File: config.mk
export PLATFORM = sky130hd
export DESIGN_NAME = pingpong_ram_scheduler_flat
export DESIGN_NICKNAME = d
export VERILOG_FILES = /design/src/rtl/pingpong_ram_scheduler_if.sv /design/src/rtl/pingpong_ram_scheduler.sv /design/src/flat_wrapper.sv
export SDC_FILE = /design/constraint.sdc
export NUM_CORES = 1
export LEC_CHECK = 0
export BUFFER_PORTS_ARGS = -buffer_cell sky130_fd_sc_hd__buf_2
export CAP_MARGIN = 20
export CORE_MARGIN = 3
export CORE_UTILIZATION = 50
export DETAILED_ROUTE_END_ITERATION = 16
export GPL_ROUTABILITY_DRIVEN = 0
export PLACE_DENSITY_LB_ADDON = 0.25
export SLEW_MARGIN = 20
export SYNTH_ARGS = -nofsm -noshare
export SYNTH_HDL_FRONTEND = slang
export SYNTH_SLANG_ARGS = --single-unit
File: constraint.sdc
create_clock -name clk -period 4.61 [get_ports clk]
set_clock_uncertainty 0.15 [all_clocks]
set_input_delay 0.922 -clock clk [delete_from_list [all_inputs] [get_ports clk]]
set_output_delay 0.922 -clock clk [all_outputs]
set_load 0.1 [all_outputs]
File: src/rtl/pingpong_ram_scheduler_if.sv
// Manage bundle between the ping-pong scheduler (master) and the RAM write/read engines (slave).
// The err signal exists only when PPRS_ERR_CHK_EN is defined.
interface pingpong_ram_scheduler_if #(
  parameter int CNT_WIDTH = 16
);
  logic                 en;
  logic                 wr_finish_0;
  logic                 wr_finish_1;
  logic                 rd_finish_0;
  logic                 rd_finish_1;
  logic                 wr_command;
  logic                 wr_ram_number;
  logic                 rd_command;
  logic                 rd_ram_number;
  logic                 wr_busy;
  logic                 rd_busy;
  logic [1:0]           bank_full;
  logic [CNT_WIDTH-1:0] frames_done;
`ifdef PPRS_ERR_CHK_EN
  logic                 err;
`endif

  modport master (
    input  en, wr_finish_0, wr_finish_1, rd_finish_0, rd_finish_1,
    output wr_command, wr_ram_number, rd_command, rd_ram_number,
           wr_busy, rd_busy, bank_full, frames_done
`ifdef PPRS_ERR_CHK_EN
    , output err
`endif
  );

  modport slave (
    output en, wr_finish_0, wr_finish_1, rd_finish_0, rd_finish_1,
    input  wr_command, wr_ram_number, rd_command, rd_ram_number,
           wr_busy, rd_busy, bank_full, frames_done
`ifdef PPRS_ERR_CHK_EN
    , input err
`endif
  );
endinterface

File: src/rtl/pingpong_ram_scheduler.sv
// Ping-pong transpose buffer scheduler: per-bank EMPTY/WRITING/FULL/READING tracking with strictly
// alternating write and read jobs. Optional sticky protocol error output under PPRS_ERR_CHK_EN.
module pingpong_ram_scheduler #(
  parameter int CNT_WIDTH = 16
) (
  input logic                      clk,
  input logic                      rst,
  pingpong_ram_scheduler_if.master mgr
);

  typedef enum logic [1:0] {
    BANK_EMPTY   = 2'b00,
    BANK_WRITING = 2'b01,
    BANK_FULL    = 2'b10,
    BANK_READING = 2'b11
  } bank_state_t;

  bank_state_t          bank_r     [2];
  bank_state_t          bank_fin_s [2];
  bank_state_t          bank_nxt_s [2];
  logic                 wr_ptr_r;
  logic                 rd_ptr_r;
  logic [1:0]           wr_fin_s;
  logic [1:0]           rd_fin_s;
  logic                 wr_issue_s;
  logic                 rd_issue_s;
  logic                 rd_accept_s;

  logic                 wr_command_r;
  logic                 wr_ram_number_r;
  logic                 rd_command_r;
  logic                 rd_ram_number_r;
  logic                 wr_busy_r;
  logic                 rd_busy_r;
  logic [1:0]           bank_full_r;
  logic [CNT_WIDTH-1:0] frames_done_r;

  logic                 wr_ram_number_nxt_s;
  logic                 rd_ram_number_nxt_s;
  logic                 wr_busy_nxt_s;
  logic                 rd_busy_nxt_s;
  logic [1:0]           bank_full_nxt_s;
  logic [CNT_WIDTH-1:0] frames_done_nxt_s;

  // Finish pulses only advance a bank that is in the matching in-flight state.
  function automatic bank_state_t apply_finish(input bank_state_t cur, input logic wr_fin,
                                               input logic rd_fin);
    bank_state_t res;
    if (wr_fin && (cur == BANK_WRITING)) begin
      res = BANK_FULL;
    end else if (rd_fin && (cur == BANK_READING)) begin
      res = BANK_EMPTY;
    end else begin
      res = cur;
    end
    return res;
  endfunction

  assign wr_fin_s = {mgr.wr_finish_1, mgr.wr_finish_0};
  assign rd_fin_s = {mgr.rd_finish_1, mgr.rd_finish_0};

  // Next-state: apply finishes first so a freed bank can be reissued on the very next edge.
  always_comb begin
    for (int n = 0; n < 2; n++) begin
      bank_fin_s[n] = apply_finish(bank_r[n], wr_fin_s[n], rd_fin_s[n]);
    end

    rd_accept_s = (rd_fin_s[0] && (bank_r[0] == BANK_READING)) ||
                  (rd_fin_s[1] && (bank_r[1] == BANK_READING));

    wr_issue_s = mgr.en && (bank_fin_s[0] != BANK_WRITING) && (bank_fin_s[1] != BANK_WRITING) &&
                 (bank_fin_s[wr_ptr_r] == BANK_EMPTY);
    rd_issue_s = mgr.en && (bank_fin_s[0] != BANK_READING) && (bank_fin_s[1] != BANK_READING) &&
                 (bank_fin_s[rd_ptr_r] == BANK_FULL);

    for (int n = 0; n < 2; n++) begin
      if (wr_issue_s && (wr_ptr_r == 1'(n))) begin
        bank_nxt_s[n] = BANK_WRITING;
      end else if (rd_issue_s && (rd_ptr_r == 1'(n))) begin
        bank_nxt_s[n] = BANK_READING;
      end else begin
        bank_nxt_s[n] = bank_fin_s[n];
      end
    end

    wr_ram_number_nxt_s = wr_issue_s ? wr_ptr_r : wr_ram_number_r;
    rd_ram_number_nxt_s = rd_issue_s ? rd_ptr_r : rd_ram_number_r;
    wr_busy_nxt_s       = (bank_nxt_s[0] == BANK_WRITING) || (bank_nxt_s[1] == BANK_WRITING);
    rd_busy_nxt_s       = (bank_nxt_s[0] == BANK_READING) || (bank_nxt_s[1] == BANK_READING);
    bank_full_nxt_s     = {(bank_nxt_s[1] == BANK_FULL), (bank_nxt_s[0] == BANK_FULL)};
    frames_done_nxt_s   = rd_accept_s ? (frames_done_r + CNT_WIDTH'(1)) : frames_done_r;
  end

  // State, pointer and registered output update.
  always_ff @(posedge clk or posedge rst) begin
    if (rst) begin
      bank_r[0]       <= BANK_EMPTY;
      bank_r[1]       <= BANK_EMPTY;
      wr_ptr_r        <= 1'b0;
      rd_ptr_r        <= 1'b0;
      wr_command_r    <= 1'b0;
      wr_ram_number_r <= 1'b0;
      rd_command_r    <= 1'b0;
      rd_ram_number_r <= 1'b0;
      wr_busy_r       <= 1'b0;
      rd_busy_r       <= 1'b0;
      bank_full_r     <= 2'b00;
      frames_done_r   <= '0;
    end else begin
      bank_r[0]       <= bank_nxt_s[0];
      bank_r[1]       <= bank_nxt_s[1];
      wr_ptr_r        <= wr_ptr_r ^ wr_issue_s;
      rd_ptr_r        <= rd_ptr_r ^ rd_issue_s;
      wr_command_r    <= wr_issue_s;
      wr_ram_number_r <= wr_ram_number_nxt_s;
      rd_command_r    <= rd_issue_s;
      rd_ram_number_r <= rd_ram_number_nxt_s;
      wr_busy_r       <= wr_busy_nxt_s;
      rd_busy_r       <= rd_busy_nxt_s;
      bank_full_r     <= bank_full_nxt_s;
      frames_done_r   <= frames_done_nxt_s;
    end
  end

  assign mgr.wr_command    = wr_command_r;
  assign mgr.wr_ram_number = wr_ram_number_r;
  assign mgr.rd_command    = rd_command_r;
  assign mgr.rd_ram_number = rd_ram_number_r;
  assign mgr.wr_busy       = wr_busy_r;
  assign mgr.rd_busy       = rd_busy_r;
  assign mgr.bank_full     = bank_full_r;
  assign mgr.frames_done   = frames_done_r;

`ifdef PPRS_ERR_CHK_EN
  logic err_r;
  logic illegal_s;

  // Any finish to a bank not in the matching state, or paired finishes, is a protocol violation.
  always_comb begin
    illegal_s = (wr_fin_s[0] && (bank_r[0] != BANK_WRITING)) ||
                (wr_fin_s[1] && (bank_r[1] != BANK_WRITING)) ||
                (rd_fin_s[0] && (bank_r[0] != BANK_READING)) ||
                (rd_fin_s[1] && (bank_r[1] != BANK_READING)) ||
                (&wr_fin_s) || (&rd_fin_s);
  end

  // Sticky error flag, cleared only by reset.
  always_ff @(posedge clk or posedge rst) begin
    if (rst) begin
      err_r <= 1'b0;
    end else begin
      err_r <= err_r | illegal_s;
    end
  end

  assign mgr.err = err_r;
`endif

endmodule
File: src/flat_wrapper.sv
// flat-port wrapper written by rule: the top's interface ports become plain ports
module pingpong_ram_scheduler_flat 
#(
  parameter int CNT_WIDTH = 16
)
  (clk, rst, mgr_en, mgr_wr_finish_0, mgr_wr_finish_1, mgr_rd_finish_0, mgr_rd_finish_1, mgr_wr_command, mgr_wr_ram_number, mgr_rd_command, mgr_rd_ram_number, mgr_wr_busy, mgr_rd_busy, mgr_bank_full, mgr_frames_done);
  pingpong_ram_scheduler_if #(.CNT_WIDTH(CNT_WIDTH)) mgr_i ();
  input logic clk;
  input logic rst;
  input wire logic [$bits(mgr_i.en)-1:0] mgr_en;
  input wire logic [$bits(mgr_i.wr_finish_0)-1:0] mgr_wr_finish_0;
  input wire logic [$bits(mgr_i.wr_finish_1)-1:0] mgr_wr_finish_1;
  input wire logic [$bits(mgr_i.rd_finish_0)-1:0] mgr_rd_finish_0;
  input wire logic [$bits(mgr_i.rd_finish_1)-1:0] mgr_rd_finish_1;
  output wire logic [$bits(mgr_i.wr_command)-1:0] mgr_wr_command;
  output wire logic [$bits(mgr_i.wr_ram_number)-1:0] mgr_wr_ram_number;
  output wire logic [$bits(mgr_i.rd_command)-1:0] mgr_rd_command;
  output wire logic [$bits(mgr_i.rd_ram_number)-1:0] mgr_rd_ram_number;
  output wire logic [$bits(mgr_i.wr_busy)-1:0] mgr_wr_busy;
  output wire logic [$bits(mgr_i.rd_busy)-1:0] mgr_rd_busy;
  output wire logic [$bits(mgr_i.bank_full)-1:0] mgr_bank_full;
  output wire logic [$bits(mgr_i.frames_done)-1:0] mgr_frames_done;
  assign mgr_i.en = mgr_en;
  assign mgr_i.wr_finish_0 = mgr_wr_finish_0;
  assign mgr_i.wr_finish_1 = mgr_wr_finish_1;
  assign mgr_i.rd_finish_0 = mgr_rd_finish_0;
  assign mgr_i.rd_finish_1 = mgr_rd_finish_1;
  assign mgr_wr_command = mgr_i.wr_command;
  assign mgr_wr_ram_number = mgr_i.wr_ram_number;
  assign mgr_rd_command = mgr_i.rd_command;
  assign mgr_rd_ram_number = mgr_i.rd_ram_number;
  assign mgr_wr_busy = mgr_i.wr_busy;
  assign mgr_rd_busy = mgr_i.rd_busy;
  assign mgr_bank_full = mgr_i.bank_full;
  assign mgr_frames_done = mgr_i.frames_done;
  pingpong_ram_scheduler #(.CNT_WIDTH(CNT_WIDTH)) u_core (.clk(clk), .rst(rst), .mgr(mgr_i));
endmodule
==> metrics.txt, run 1 <==
largest cells by area after synthesis sky130_fd_sc_hd__dfrtp_1, sky130_fd_sc_hd__xor2_1, sky130_fd_sc_hd__ha_1; vertical die dimension 59.4 um; share of the clock period used by the worst path 55.1%; WP data required 4.66 ns; Hold Path Sink u_core.mgr.frames_done[15]; netlist area before placement 0.00143 mm2; power density over cell area 768 mW/mm2; headroom to the max-slew limit 59.0%; mean instance size in the synthesized netlist 10.8 um2; number of buffer cells added on primary ports 30; DR DRC count 0; buffer type at the clock tree root sky130_fd_sc_hd__clkbuf_4; Max-cap violations 0; most used flip-flop cell after synthesis sky130_fd_sc_hd__dfrtp_1; post-synthesis cell type with the largest combined area sky130_fd_sc_hd__dfrtp_1; number of filler cells placed in the layout 219; number of setup buffers added after CTS 0; Lkg Pwr 0.871 nW; CTS hold repair buffers 0; portion of the post-synthesis area used by sequential elements 52.6%; Detailed Place HPWL 2.12 mm; share of final-layout standard cells stronger than drive strength 1 28.0%; flop and latch count out of synthesis 30; r2r endpoint u_core.mgr.wr_busy; TritonCTS clock tree yes; number of antenna violations at the first check in global routing 0; sequence of cells on the critical path buf_2, and3_1, nor2_1, nand2_1, a21oi_1, ha_1, inv_1, a41oi_1, o311ai_1; portion of synthesized cell area occupied by the leading cell type 52.6%; worst hold path stage count 1; category of the critical setup timing path in -> reg; Post-Synthesis Cells 132; unrepaired setup endpoints after global routing no; highest fanout seen on the critical path 7; cell with the biggest individual delay on the critical path sky130_fd_sc_hd__and3_1; Critical Path Start Type input pin; overall die area 0.00353 mm2; cell row count 18; total global routing overflow 0; Reg-to-Reg Start u_core.bank_r[1]; Min Clock Period, post-route 2.54 ns; antenna-violating nets left 0; startpoint of the worst hold path u_core.mgr.frames_done[15]; Async S/R FF share, synth 100%; clock transition at the register clock pins on the worst setup and hold paths after CTS 0.09 ns; area delta synth->final 17.4%; detailed-route wire length per cell 14.6 um; pin count of the biggest net entering global routing 31; Starting Density 55.1%; transition time of the tightest slew-check pin 0.614 ns; max-slew violation count 0; final routed wirelength across all metal layers 2.88 mm; Sink Count 30; diode count 0; Syn. warnings 0; Skew-Pair Late Insertion Delay 0.33 ns; run status completed; number of vias after detailed routing 1131; endpoint kind of the worst setup timing path register; most used standard cell by instance count after synthesis sky130_fd_sc_hd__dfrtp_1; achievable frequency 393 MHz; Setup Viol. Count Final 0; Unique masters post-synth 30; number of vias per cell 5.71; maximum root-to-sink buffer count 2; num ports 31; number of enable-type register cells in the synthesized netlist 0; width of the chip 59.4 um; post-layout instance count excluding filler cells 198; violation count after the first detailed-route iteration 39; drt pass-1 iters 4; count of placed standard cells including taps 190; nets in the synthesized netlist 144; Slowest Stage Delay on Critical Path 0.29 ns; Total GRT Usage 18.6%; Overall Power 1.29 mW; data arrival time at the worst-slack endpoint 2.60 ns; Floorplan Core Area 0.00259 mm2; wire length of the first global-routing pass 4.84 mm; number of gates given a new drive strength after cts 0; net count of the finished layout 179; Worst Reg2Reg Path Length in Cells 8; final core utilization 64.7%; final number of hold-violating endpoints 0; H-tree depth 2; most common library cells after synthesis sky130_fd_sc_hd__dfrtp_1, sky130_fd_sc_hd__nand2_1, sky130_fd_sc_hd__nor2_1; number of global-route vias before repair 1079; slack of the worst reg-to-reg path 2.32 ns; total clock buffers created by CTS 5; setup TNS after final layout 0 ns; type of the tightest min-delay check reg -> reg; Worst VDD drop 577 uV
[worst max-delay path by stage]
| stage | cells after the start | start | to |
|---|---|---|---|
| after floorplan | 9 | mgr_rd_finish_1 | u_core.mgr.wr_busy |
| after global placement | 9 | mgr_rd_finish_1 | u_core.mgr.wr_busy |
| after detailed placement | 9 | mgr_rd_finish_1 | u_core.mgr.wr_busy |
| after CTS | 9 | mgr_rd_finish_1 | u_core.mgr.wr_busy |
| after global routing | 9 | mgr_rd_finish_1 | u_core.mgr.wr_busy |
| final | 9 | mgr_rd_finish_1 | u_core.mgr.wr_busy |
[report_power, final]
part           leakage, nW  switching (mW)  total, mW  internal, mW
combinational        0.449           0.535      0.675         0.139
clock               0.0446          0.0884      0.192         0.104
sequential           0.378          0.0768      0.419         0.342
total                0.871           0.701       1.29         0.585
[registers in the layout (all words and copies together), names as in the netlist]
register,cells
u_core.bank_r,4
u_core.mgr.bank_full,2
u_core.mgr.frames_done,16
u_core.mgr.rd_busy,1
u_core.mgr.rd_command,1
u_core.mgr.rd_ram_number,1
u_core.mgr.wr_busy,1
u_core.mgr.wr_command,1
u_core.mgr.wr_ram_number,1
u_core.rd_ptr_r,1
u_core.wr_ptr_r,1
[final cells by class]
class	count	area [um2]	area share [%]
Inverter	9	33.8	2.02
Tap cell	30	37.5	2.24
Clock buffer	8	78.8	4.70
Multi-Input combinational cell	91	624	37.3
Sequential cell	30	751	44.8
Timing Repair Buffer	30	150	8.96
[critical path, delay by kind of cell]
kind            cells  cell delay [ns]
simple gates        3             0.62
compound gates      3             0.61
fa+ha+maj           1             0.26
buf+inv             2             0.20
[through the flow]
stage,area (um2),setup WS [ns],hold WS [ns]
2_1_floorplan,1430,2.13,0.371
3_3_place_gp,1600,1.92,0.302
3_5_place_dp,1600,1.75,0.314
4_1_cts,1680,2.09,0.330
5_1_grt,1680,1.89,0.353
6_report,1680,2.07,0.322
[kinds of logic after synthesis]
group	Yosys count	share of synthesized area, %
mux	3	2.19
buf+inv	11	3.68
xor+xnor	15	9.20
simple gates	46	16.0
compound gates	22	11.9
flops	30	52.6
fa+ha+maj	5	4.38
[layer usage]
layer  GRT usage, %  up-vias  routed length (um)
met1           24.7      554                1330
met2           27.9       42                1300
met4           7.77        0                  57
met3           6.10        8                 187
li1               -      527                   -
met5              0        -                   0
[cells in the final DEF (no fill, tap or decap), drive strengths merged, types with 5 or more instances in the layout]
| master | Yosys | final |
|---|---|---|
| ha | 5 | 5 |
| xnor2 | 7 | 7 |
| nand2 | 14 | 14 |
| buf | 2 | 30 |
| xor2 | 8 | 8 |
| nor2 | 14 | 14 |
| clkbuf | 0 | 8 |
| a21oi | 5 | 5 |
| inv | 9 | 9 |
| o21ai | 6 | 6 |
| dfrtp | 30 | 30 |
Note: power is estimated with default switching activity, not from simulation.
==> inputs of run 2 (changes only) <==
--- a/config.mk
+++ b/config.mk
@@ -8,7 +8,7 @@
 export BUFFER_PORTS_ARGS = -buffer_cell sky130_fd_sc_hd__buf_2
 export CAP_MARGIN = 20
 export CORE_MARGIN = 3
-export CORE_UTILIZATION = 50
+export CORE_UTILIZATION = 48
 export DETAILED_ROUTE_END_ITERATION = 16
 export GPL_ROUTABILITY_DRIVEN = 0
 export PLACE_DENSITY_LB_ADDON = 0.25
==> constraint.sdc (replaced) <==
create_clock -name clk -period 2.2 [get_ports clk]
set_clock_uncertainty 0.15 [all_clocks]
set_input_delay 0.44 -clock clk [delete_from_list [all_inputs] [get_ports clk]]
set_output_delay 0.44 -clock clk [all_outputs]
set_load 0.1 [all_outputs]
==> run 2 against run 1 <==
Net effect:
- first-iteration DRC count up 2.6%
- via count down 2.5%
- flip-flop and latch count unchanged
- global-route usage down 0.53 points
- critical path type is now reg -> reg
- largest cell class unchanged
==> metrics.txt, run 2 (synthesis gave the netlist of run 1 again) <==
Total GRT Usage 18.1%; unrepaired setup endpoints after global routing no; share of the clock period used by the worst path 95.4%; slack of the worst reg-to-reg path 0.10 ns; part of the power in the clock network 12.4%; number of vias after detailed routing 1103; number of buffer cells added on primary ports 30; Sink Count 30; total global routing overflow 0; Reg-to-Reg Start u_core.bank_r[1]; Slowest Stage Delay on Critical Path 0.45 ns; Detailed Place HPWL 2.25 mm; num ports 31; Skew-Pair Late Insertion Delay 0.32 ns; setup TNS after final layout 0 ns; diode count 0; maximum root-to-sink buffer count 2; highest fanout seen on the critical path 6; category of the critical setup timing path reg -> reg; drt pass-1 iters 4; Hold Path Sink u_core.mgr.frames_done[15]; antenna-violating nets left 0; final number of hold-violating endpoints 0; DR DRC count 0; transition time of the tightest slew-check pin 0.487 ns; sequence of cells on the critical path and3_1, o21ai_0, a21oi_2, ha_1, a41oi_1, o311ai_1; power density over cell area 1550 mW/mm2; cell row count 19; leading cell types in the layout, fill and taps excluded sky130_fd_sc_hd__buf_2, sky130_fd_sc_hd__dfrtp_1, sky130_fd_sc_hd__nand2_1; net count of the finished layout 185; Placed Instance Area 0.00165 mm2; data arrival time at the worst-slack endpoint 2.14 ns; clock transition at the register clock pins on the worst setup and hold paths after CTS 0.09 ns; number of vias per cell 5.38; fraction of power consumed by sequential logic 32.7%; Floorplan Core Area 0.00281 mm2; Comb pwr share 54.9%; Worst Reg2Reg Path Length in Cells 6; endpoint kind of the worst setup timing path register; Worst VDD drop 829 uV; flip-flop count of the largest register after layout 16; family with the most delay on the worst path compound AO/OA/AOI/OAI gates; startpoint of the worst hold path u_core.mgr.frames_done[15]; number of global-route vias before repair 1080; worst slack at placement 0.00539 ns; H-tree depth 2; run status completed; switching power total 1.49 mW; number of antenna violations at the first check in global routing 0; total clock buffers created by CTS 5; Max-cap violations 0; worst hold path stage count 1; r2r endpoint u_core.mgr.wr_busy; overall die area 0.00366 mm2; Lkg Pwr 0.893 nW; max-slew violation count 0; Starting Density 50.9%; switching share of power 55.4%; area delta synth->final 21.4%; number of filler cells placed in the layout 246; Critical Path Start Type register; most common library cell in the layout ignoring fill and taps sky130_fd_sc_hd__buf_2; count of placed standard cells including taps 196; WP data required 2.25 ns; achievable frequency 477 MHz; share of final-layout standard cells stronger than drive strength 1 32.2%; cell with the biggest individual delay on the critical path sky130_fd_sc_hd__dfrtp_1; wire length of the first global-routing pass 4.80 mm; final core utilization 61.8%; Cell Int Power 1.20 mW; buffer type at the clock tree root sky130_fd_sc_hd__clkbuf_4; Setup Viol. Count Final 0; violation count after the first detailed-route iteration 40; headroom to the max-slew limit 67.0%; vertical die dimension 60.5 um; final routed wirelength across all metal layers 2.87 mm; post-layout instance count excluding filler cells 205; pin count of the biggest net entering global routing 21; final instance area 0.00173 mm2; worst setup margin 0.102 ns; detailed-route wire length per cell 14.0 um; total buffers and inverters traversed by the critical path 0; width of the chip 60.5 um; type of the tightest min-delay check reg -> reg; TritonCTS clock tree yes; Min Clock Period, post-route 2.10 ns
==> run 2: timing repair <==
item	4_1_cts	5_1_grt
hold endpoints to repair	10	0
gates resized for setup	0	4
hold buffers	1	0
setup endpoints to repair	0	2
buffers inserted	0	0
==> run 2: worst max path at each step <==
stage / startpoint / endpoint / slack (ns) / cells past startpoint
after floorplan: u_core.mgr.frames_done[3] / u_core.mgr.frames_done[15] / 0.15 / 4
after global placement: mgr_wr_finish_1 / u_core.mgr.bank_full[0] / 0.05 / 7
after detailed placement: mgr_rd_finish_1 / u_core.mgr.wr_busy / 0.005 / 9
after CTS: u_core.bank_r[1] / u_core.mgr.bank_full[0] / 0.08 / 6
after global routing: u_core.bank_r[1] / u_core.mgr.bank_full[0] / 0.02 / 6
final: u_core.bank_r[1] / u_core.mgr.wr_busy / 0.10 / 6
==> run 2: area by class of cell <==
cell class	instances	area (um2)	area share, %
Clock buffer	7	55.1	3.18
Clock inverter	1	5.00	0.289
Inverter	9	33.8	1.95
Multi-Input combinational cell	91	637	36.8
Sequential cell	30	753	43.5
Tap cell	31	38.8	2.24
Timing Repair Buffer	36	210	12.1
==> run 2: layer usage <==
metal | share of wire, % | track usage, %
met1 | 46 | 23.2
met2 | 46 | 27.8
met3 | 5.0 | 6.17
met4 | 2.5 | 8.36
met5 | 0 | 0
==> run 2: metrics by stage <==
stage	hold WS, ns	power [mW]
2_1_floorplan	0.371	2.06
3_3_place_gp	0.302	2.31
3_5_place_dp	0.311	2.34
4_1_cts	0.327	2.69
5_1_grt	0.339	2.86
6_report	0.320	2.69
==> run 2: power groups by stage <==
stage | sequential, mW | clock, mW | combinational, mW
floorplan | 1.61 | 0 | 0.443
global placement | 0.879 | 0 | 1.43
detailed placement | 0.886 | 0 | 1.46
CTS | 0.877 | 0.351 | 1.46
global route | 0.905 | 0.376 | 1.57
finish | 0.878 | 0.332 | 1.48
==> inputs of run 3 (changes only) <==
--- a/config.mk
+++ b/config.mk
@@ -8,11 +8,10 @@
 export BUFFER_PORTS_ARGS = -buffer_cell sky130_fd_sc_hd__buf_2
 export CAP_MARGIN = 20
 export CORE_MARGIN = 3
-export CORE_UTILIZATION = 48
+export CORE_UTILIZATION = 32
 export DETAILED_ROUTE_END_ITERATION = 16
 export GPL_ROUTABILITY_DRIVEN = 0
 export PLACE_DENSITY_LB_ADDON = 0.25
-export SLEW_MARGIN = 20
 export SYNTH_ARGS = -nofsm -noshare
 export SYNTH_HDL_FRONTEND = slang
 export SYNTH_SLANG_ARGS = --single-unit
==> run 3 against run 2 <==
Net effect:
- cell count grew 8.8%
- sequential power is essentially flat
- critical path depth is the same
- sequential share of layout area shrank 0.59 points
- combinational power is essentially flat
- clock power grew 21%
- worst hold slack lost 0.25 ns
- worst setup slack gained 0.035 ns
- die area grew 45%
- non-clock buffer count is the same
- critical endpoint is now u_core.mgr.bank_full[0]
- largest power group unchanged
- highest routed layer unchanged
==> metrics.txt, run 3 (synthesis gave the netlist of run 1 again) <==
headroom to the max-slew limit 67.6%; drt pass-1 iters 4; TritonCTS clock tree yes; final number of hold-violating endpoints 0; Lkg Pwr 0.895 nW; clock transition at the register clock pins on the worst setup and hold paths after CTS 0.06 ns; total clock buffers created by CTS 5; slack of the worst reg-to-reg path 0.14 ns; number of antenna violations at the first check in global routing 0; number of vias per cell 4.94; pin count of the biggest net entering global routing 31; sequential cell area in the final layout 753 um2; Floorplan Core Area 0.00414 mm2; Max-cap violations 0; leading cell types in the layout, fill and taps excluded sky130_fd_sc_hd__buf_2, sky130_fd_sc_hd__dfrtp_1, sky130_fd_sc_hd__nand2_1, sky130_fd_sc_hd__nor2_1, sky130_fd_sc_hd__inv_1; Total GRT Usage 12.8%; DR DRC count 0; worst setup margin 0.137 ns; share of the clock period used by the worst path 93.8%; number of vias after detailed routing 1102; type of the tightest min-delay check in -> async; overall die area 0.00530 mm2; number of filler cells placed in the layout 417; Placed Instance Area 0.00167 mm2; cell row count 23; width of the chip 72.8 um; startpoint of the worst setup timing path u_core.bank_r[1]; vertical die dimension 72.8 um; share of final-layout standard cells stronger than drive strength 1 30.6%; data arrival time at the worst-slack endpoint 2.12 ns; buffer type at the clock tree root sky130_fd_sc_hd__clkbuf_8; most common library cell in the layout ignoring fill and taps sky130_fd_sc_hd__buf_2; final routed wirelength across all metal layers 2.98 mm; detailed-route wire length per cell 13.4 um; highest signal layer in the routed design met4; diode count 0; violation count after the first detailed-route iteration 51; met3 WL post-DR 164 um; detailed-routing wirelength on met1 1.36 mm; Skew-Pair Late Insertion Delay 0.28 ns; Critical Path Start Type register; Worst Reg2Reg Path Length in Cells 6; CTS hold repair buffers 0; Detailed Place HPWL 2.28 mm; number of global-route vias before repair 1146; Min Clock Period, post-route 2.06 ns; num ports 31; antenna-violating nets left 0; transition time of the tightest slew-check pin 0.490 ns; WL met2 1.39 mm; r2r endpoint u_core.mgr.bank_full[0]; net count of the finished layout 185; area delta synth->final 23.0%; H-tree depth 2; Worst VDD drop 934 uV; wire length of the first global-routing pass 5.18 mm; flip-flop count of the largest register after layout 16; number of buffer cells added on primary ports 30; endpoint kind of the worst setup timing path register; final instance area 0.00176 mm2; run status completed; Reg-to-Reg Start u_core.bank_r[1]; Starting Density 34.5%; power density over cell area 1570 mW/mm2; highest fanout seen on the critical path 6; maximum root-to-sink buffer count 2; WP data required 2.26 ns; Setup Viol. Count Final 0; achievable frequency 485 MHz; category of the critical setup timing path reg -> reg; total global routing overflow 0; worst slack at placement 0.0179 ns; Sink Count 30; area of the multi-input gates 636 um2; max-slew violation count 0
run 3: repair_timing:
| item | CTS | global route |
|---|---|---|
| setup buffers | 0 | 0 |
| gates resized for setup | 0 | 2 |
| endpoints found under the setup margin | 0 | 3 |
run 3: how the worst max path moves through the flow:
stage | endpoint | cells after the start
after floorplan | u_core.mgr.frames_done[15] | 4
after global placement | u_core.mgr.bank_full[0] | 7
after detailed placement | u_core.mgr.bank_full[0] | 7
after CTS | u_core.mgr.bank_full[0] | 6
after global routing | u_core.mgr.bank_full[0] | 6
final | u_core.mgr.bank_full[0] | 6
run 3: area by class of cell:
cell class | count | area share, %
clock buffer | 7 | 4.34
inverter | 9 | 1.92
multi-input combinational | 91 | 36.2
sequential | 30 | 42.9
tap | 50 | 3.56
timing repair buffer | 36 | 11.1
run 3: critical path, stage by stage (launching register included):
cell	delay (ns)
sky130_fd_sc_hd__dfrtp_1	0.43
sky130_fd_sc_hd__or3b_2	0.49
sky130_fd_sc_hd__o311ai_1	0.14
sky130_fd_sc_hd__a21oi_2	0.10
sky130_fd_sc_hd__ha_1	0.27
sky130_fd_sc_hd__a211o_2	0.33
sky130_fd_sc_hd__nor2_1	0.09
run 3: power by group:
group	internal [mW]	total, mW	leakage [nW]	switching (mW)
registers	0.722	0.880	0.376	0.158
clock network	0.217	0.401	0.0383	0.184
logic	0.325	1.48	0.481	1.15
run 3: stage by stage:
stage	setup TNS (ns)	hold slack, ns	power (mW)	instances	utilization (%)
after floorplan	0	0.371	2.06	132	-
after global placement	0	0.302	2.32	216	40.3
after detailed placement	0	0.303	2.35	216	40.3
after CTS	0	0.0886	2.76	223	42.1
after global routing	-0.00608	0.110	2.92	223	42.4
final	0	0.0743	2.76	223	42.4
run 3: metal layers:
layer	vias to the layer above	GRT usage [%]
li1	540	-
met1	527	15.5
met2	27	19.8
met3	8	5.23
met4	0	5.74
met5	-	0
